## src/rtl/ram_word_ctrl_pkg.sv

```systemverilog
// Shared types and default geometry for the word-level RAM access controller.
package ram_ctrl_pkg;

    // Controller states
    typedef enum logic [1:0] {
        IDLE  = 2'd0,
        WRITE = 2'd1,
        READ  = 2'd2,
        RESP  = 2'd3
    } state_t;

    // Default RAM geometry: 16 x 2-bit RAM, 4 beats per word
    localparam int RAM_DW_DEF = 2;
    localparam int RAM_AW_DEF = 4;
    localparam int BEATS_DEF  = 4;

    // Derived word geometry
    localparam int WORD_W  = RAM_DW_DEF * BEATS_DEF;
    localparam int WADDR_W = RAM_AW_DEF - $clog2(BEATS_DEF);

endpackage

```

## src/rtl/ram_word_ctrl.sv

```systemverilog
// Word-level access controller: turns one 8-bit word request into a burst of
// 2-bit RAM accesses (4 write beats, or 5 read cycles to cover the RAM's
// registered output) and returns exactly one response per accepted request.
module ram_word_ctrl
    import ram_ctrl_pkg::*;
#(
    parameter int RAM_DW = RAM_DW_DEF,
    parameter int RAM_AW = RAM_AW_DEF,
    parameter int BEATS  = BEATS_DEF
) (
    input  logic                                  clk,
    input  logic                                  rst,
    input  logic                                  req_valid,
    output logic                                  req_ready,
    input  logic                                  req_write,
    input  logic [RAM_AW-$clog2(BEATS)-1:0]       req_addr,
    input  logic [RAM_DW*BEATS-1:0]               req_wdata,
    output logic                                  rsp_valid,
    input  logic                                  rsp_ready,
    output logic [RAM_DW*BEATS-1:0]               rsp_rdata,
    output logic                                  ram_we,
    output logic                                  ram_oe,
    output logic [RAM_AW-1:0]                     ram_addr,
    output logic [RAM_DW-1:0]                     ram_wdata,
    input  logic [RAM_DW-1:0]                     ram_rdata
);

    localparam int BW = $clog2(BEATS);     // beat index bits
    localparam int WW = RAM_DW * BEATS;    // word width
    localparam int AW = RAM_AW - BW;       // word address width
    localparam int KW = BW + 1;            // counter also reaches BEATS for the read tail

    localparam logic [KW-1:0] LAST_WR = KW'(BEATS - 1);
    localparam logic [KW-1:0] LAST_RD = KW'(BEATS);

    state_t              state_q, state_d;
    logic [KW-1:0]       k_q, k_d;
    logic [AW-1:0]       addr_q, addr_d;
    logic [WW-1:0]       wdata_q, wdata_d;
    logic [WW-1:0]       rdata_q, rdata_d;
    logic                ram_we_q, ram_we_d;
    logic                ram_oe_q, ram_oe_d;
    logic [RAM_AW-1:0]   ram_addr_q, ram_addr_d;
    logic [RAM_DW-1:0]   ram_wdata_q, ram_wdata_d;
    logic [WW-1:0]       rsp_rdata_q, rsp_rdata_d;

    logic [BW-1:0]       rd_beat;   // beat whose data is on ram_rdata this cycle
    logic [BW-1:0]       beat_d;    // beat driven to the RAM next cycle

    // Returned data lags the address by one cycle, so cycle j carries beat j-1.
    assign rd_beat = k_q[BW-1:0] - BW'(1);

    // Next-state, burst sequencing and read-word assembly
    always_comb begin
        state_d = state_q;
        k_d     = k_q;
        addr_d  = addr_q;
        wdata_d = wdata_q;
        rdata_d = rdata_q;
        case (state_q)
            IDLE: begin
                if (req_valid) begin
                    addr_d  = req_addr;
                    wdata_d = req_wdata;
                    rdata_d = '0;
                    k_d     = '0;
                    state_d = req_write ? WRITE : READ;
                end
            end
            WRITE: begin
                if (k_q == LAST_WR) state_d = RESP;
                else                k_d     = k_q + KW'(1);
            end
            READ: begin
                if (k_q != '0) rdata_d[rd_beat*RAM_DW +: RAM_DW] = ram_rdata;
                if (k_q == LAST_RD) state_d = RESP;
                else                k_d     = k_q + KW'(1);
            end
            RESP: begin
                if (rsp_ready) state_d = IDLE;
            end
            default: state_d = IDLE;
        endcase
    end

    // RAM-side and response outputs, registered from the next state so they
    // line up with the cycle the state machine enters
    always_comb begin
        beat_d      = (k_d > LAST_WR) ? BW'(BEATS - 1) : k_d[BW-1:0];
        ram_we_d    = (state_d == WRITE);
        ram_oe_d    = (state_d == READ);
        ram_addr_d  = '0;
        ram_wdata_d = '0;
        rsp_rdata_d = '0;
        if (ram_we_d || ram_oe_d) ram_addr_d  = {addr_d, beat_d};
        if (ram_we_d)             ram_wdata_d = wdata_d[beat_d*RAM_DW +: RAM_DW];
        if (state_d == RESP)      rsp_rdata_d = rdata_d;
    end

    // State and output registers; reset aborts any burst without a response
    always_ff @(posedge clk) begin
        if (rst) begin
            state_q     <= IDLE;
            k_q         <= '0;
            addr_q      <= '0;
            wdata_q     <= '0;
            rdata_q     <= '0;
            ram_we_q    <= 1'b0;
            ram_oe_q    <= 1'b0;
            ram_addr_q  <= '0;
            ram_wdata_q <= '0;
            rsp_rdata_q <= '0;
        end else begin
            state_q     <= state_d;
            k_q         <= k_d;
            addr_q      <= addr_d;
            wdata_q     <= wdata_d;
            rdata_q     <= rdata_d;
            ram_we_q    <= ram_we_d;
            ram_oe_q    <= ram_oe_d;
            ram_addr_q  <= ram_addr_d;
            ram_wdata_q <= ram_wdata_d;
            rsp_rdata_q <= rsp_rdata_d;
        end
    end

    assign req_ready = (state_q == IDLE);
    assign rsp_valid = (state_q == RESP);
    assign rsp_rdata = rsp_rdata_q;
    assign ram_we    = ram_we_q;
    assign ram_oe    = ram_oe_q;
    assign ram_addr  = ram_addr_q;
    assign ram_wdata = ram_wdata_q;

endmodule

```

## config.mk

```make
export PLATFORM = sky130hd
export DESIGN_NAME = ram_word_ctrl
export DESIGN_NICKNAME = d
export VERILOG_FILES = /design/src/rtl/ram_word_ctrl_pkg.sv /design/src/rtl/ram_word_ctrl.sv
export SDC_FILE = /design/constraint.sdc
export NUM_CORES = 1
export LEC_CHECK = 0
export ABC_AREA = 1
export CORE_MARGIN = 2
export CORE_UTILIZATION = 51
export CTS_CLUSTER_DIAMETER = 100
export DETAILED_ROUTE_END_ITERATION = 6
export PLACE_DENSITY_LB_ADDON = 0.15
export SYNTH_ARGS = -nofsm -noshare
export SYNTH_HDL_FRONTEND = slang
export SYNTH_SLANG_ARGS = --single-unit
```

## constraint.sdc

```tcl
create_clock -name clk -period 2.5 [get_ports clk]
set_clock_uncertainty 0.15 [all_clocks]
set_input_delay 0.5 -clock clk [delete_from_list [all_inputs] [get_ports clk]]
set_output_delay 0.5 -clock clk [all_outputs]
set_load 0.01 [all_outputs]
```

==> results of run 1 <==
==> per-layer routing <==
metal  routed length (um)  vias to the layer above  track usage
met3                  164                        5      0.05458
met5                    0                        -            0
met2                 1692                       38       0.3424
met1                 1803                      700       0.2544
li1                     -                      824            -
met4                   42                        0      0.06793
==> final timing paths <==
check | slack, ps | endpoint | from
worst min-delay path | 350 | wdata_q[2]$_SDFF_PP0_ | wdata_q[2]$_SDFF_PP0_
worst max-delay path | 140 | rsp_valid | state_q[1]$_SDFF_PP0_
worst min register to register | 350 | wdata_q[2]$_SDFF_PP0_ | wdata_q[2]$_SDFF_PP0_
worst max register to register | 390 | rsp_rdata[4]$_SDFF_PP0_ | k_q[1]$_SDFF_PP0_
==> per-stage QoR <==
step	cell area (um^2)	hold WS, ps
floorplan	1832	304.5
global placement	2227	320.9
detailed placement	2227	334.1
CTS	2272	359.3
global route	2272	383.9
finish	2272	351.9
==> area by class of cell <==
class                   count  area share
flip-flops and latches     39      0.3436
clock inverters             1    0.003304
repair buffers             38      0.1630
well taps                  46     0.02533
inverters                  40     0.06608
clock buffers               5     0.01652
multi-input cells         153      0.3822
==> sequential cells by signal (all words and copies together) (netlist names) <==
register   cells
rdata_q        8
rsp_rdata      8
wdata_q        8
ram_addr       4
k_q            3
addr_q         2
ram_wdata      2
state_q        2
ram_oe         1
ram_we         1
==> power by group through the flow <==
stage	clock (mW)	combinational [mW]	sequential, mW
final	0.299	0.287	0.667
after global routing	0.336	0.324	0.670
after CTS	0.303	0.288	0.667
after detailed placement	0	0.285	0.681
after global placement	0	0.284	0.680
after floorplan	0	0.183	0.687
==> synthesized netlist by cell type <==
cell type	number	area (um^2)
dfxtp_1	39	780.8
inv_1	37	138.9
nand2_1	35	131.4
nor2_1	31	116.4
nand3_1	23	115.1
o21ai_0	16	80.08
ha_1	11	137.6
a21oi_1	9	45.04
mux2i_1	6	60.06
nand2_2	4	25.02
inv_2	3	11.26
nor2_2	3	18.77
o21a_1	3	22.52
clkbuf_1	2	7.510
nand3_2	2	20.02
nand3b_1	2	15.01
nor2_4	2	22.52
o21bai_1	2	15.01
a21oi_4	1	16.27
buf_6	1	11.26
clkbuf_8	1	13.76
nand4_2	1	12.51
nor3_1	1	5.000
o211a_1	1	10.01
==> logic make-up (layout without fill, tap and decap cells) <==
group	after synthesis	in the layout
AND/OR/NAND/NOR	104	104
buffers and inverters	44	84
flip-flops	39	39
adder cells (fa/ha/maj)	11	11
AO/OA/AOI/OAI	32	32
multiplexers	6	6
==> tightest hold or removal path, cell delays in order (launching register included) <==
cell and delay (ps):
dfxtp_1 320, mux2i_1 70, nor2_1 80
==> impl_metrics.env, run 1 <==
export IMPL_power_frac_seq=0.533
export IMPL_ys_warn_count=0
export IMPL_n_fill_cell=299
export IMPL_p_comb_frac=0.229
export IMPL_antenna_found_initial=0
export IMPL_post_cts_resized=0
export IMPL_initial_core_util=0.5404
export IMPL_ant_nets=0
export IMPL_multi_input_area_um2=868.3
export IMPL_synth_cell_type_count=24
export IMPL_worstPathRequired_ps=1850
export IMPL_max_stage_delay_ps=550
export IMPL_dp_slack_ps=270.7
export IMPL_synthMuxAreaShare=0.03279
export IMPL_cts_sinks=39
export IMPL_setup_viol=0
export IMPL_synth_simple_area_share=0.2630
export IMPL_status="finished, final reports clean"
export IMPL_path_clk_slew_ps=120
export IMPL_fin_tns_setup_ps=0
export IMPL_cp_arrival_ps=1710
export IMPL_internal_power_uw=873.2
export IMPL_cts_buffers=5
export IMPL_synth_compound_area_frac=0.1031
export IMPL_crit_chain="nand2_1 > inv_1 > clkdlybuf4s50_1"
export IMPL_layout_drive_gt1_share=0.09420
export IMPL_syn_area_mm2=0.001832
export IMPL_min_period_ps=2356
export IMPL_grt_overflow=0
export IMPL_dieArea_mm2=0.004087
export IMPL_drv_slew=0
export IMPL_synth_seq_cells=39
export IMPL_final_seq_area_um2=780.7
export IMPL_layout_commonest_cell="dfxtp_1"
export IMPL_nNetsFinal=305
export IMPL_leakage_nw=1.029
export IMPL_synth_fa_ha_area_frac=0.07514
export IMPL_total_power_mw=1.252
export IMPL_die_h_um=63.93
export IMPL_avgSynthCellArea_um2=7.762
export IMPL_cp_start_kind="register"
export IMPL_gp_congestion=0.8317
export IMPL_timing_fmax_mhz=424.4
export IMPL_postCtsHoldBufs=0
export IMPL_crit_family="buffers and inverters"
export IMPL_post_cts_buffers=0
export IMPL_placed_cells=316
export IMPL_grtUsageTotal=0.2048
export IMPL_dp_hpwl_mm=2.740
export IMPL_swShare=0.3028
export IMPL_grt_pass1_vias=1519
export IMPL_whs_path_depth=2
export IMPL_layout_common_cells="dfxtp_1, inv_1, nand2_1"
export IMPL_drt_iter0_markers=76
export IMPL_num_vias=1567
export IMPL_switchingPower_uw=379.3
export IMPL_grt_pass1_wl_mm=6.548
export IMPL_route_detailed_drc=0
export IMPL_holdCritPathClass="reg2reg"
export IMPL_wl_per_cell_um=11.50
export IMPL_cts_tree="built"
export IMPL_syn_to_final_growth_pct=24.04
export IMPL_antenna_cells=0
export IMPL_synth_top_family_by_area="simple AND/OR/NAND/NOR gates"
export IMPL_vias_per_cell=4.866
export IMPL_rsz0062_at_grt="no"
export IMPL_routed_wl_mm=3.702
export IMPL_worstMarginPinSlew_ps=329.4
export IMPL_synth_nets=264
export IMPL_cts_root_buf="clkbuf_4"
export IMPL_criticalPathCategory="reg2out"
export IMPL_finalNonFillerCells=322
export IMPL_r2r_cells=10
export IMPL_clkLatencyLatePin_ps=350
export IMPL_final_hold_viol_count=0
export IMPL_num_rows=21
export IMPL_vdd_drop_max_mv=0.3531
export IMPL_crit_fanout=6
export IMPL_die_w_um=63.93
export IMPL_cap_violations=0
export IMPL_io_buffers=34
export IMPL_first_pass_iters=4
export IMPL_ys_seq_area_frac=0.4262
export IMPL_clock_path_buffers=2
export IMPL_slowest_stage="clkdlybuf4s50_1"
export IMPL_grt_max_degree=23
export IMPL_core_mm2=0.003390
export IMPL_fin_util=0.6704
export IMPL_htree_levels=2
export IMPL_cp_num_buf_inv=2
export IMPL_clkPwrFrac=0.239
export IMPL_layout_setup_ws_ps=144.0
export IMPL_synth_xor_area_share=0
export IMPL_fin_crit_sh=0.9424
export IMPL_io_pins=35
export IMPL_maxSlewHeadroom=0.7798
export IMPL_synth_cells=236
export IMPL_crit_cells=3
export IMPL_end_kind="primary output"
export IMPL_power_density_mw_per_mm2=551.2
(Power assumes the default switching activity.)
==> inputs of run 2 (changes only) <==
--- a/config.mk
+++ b/config.mk
@@ -14,3 +14,4 @@
 export SYNTH_ARGS = -nofsm -noshare
 export SYNTH_HDL_FRONTEND = slang
 export SYNTH_SLANG_ARGS = --single-unit
+export TNS_END_PERCENT = 30
==> results of run 2 <==
No change in the layout: final DEF, timing and power equal those of run 1.
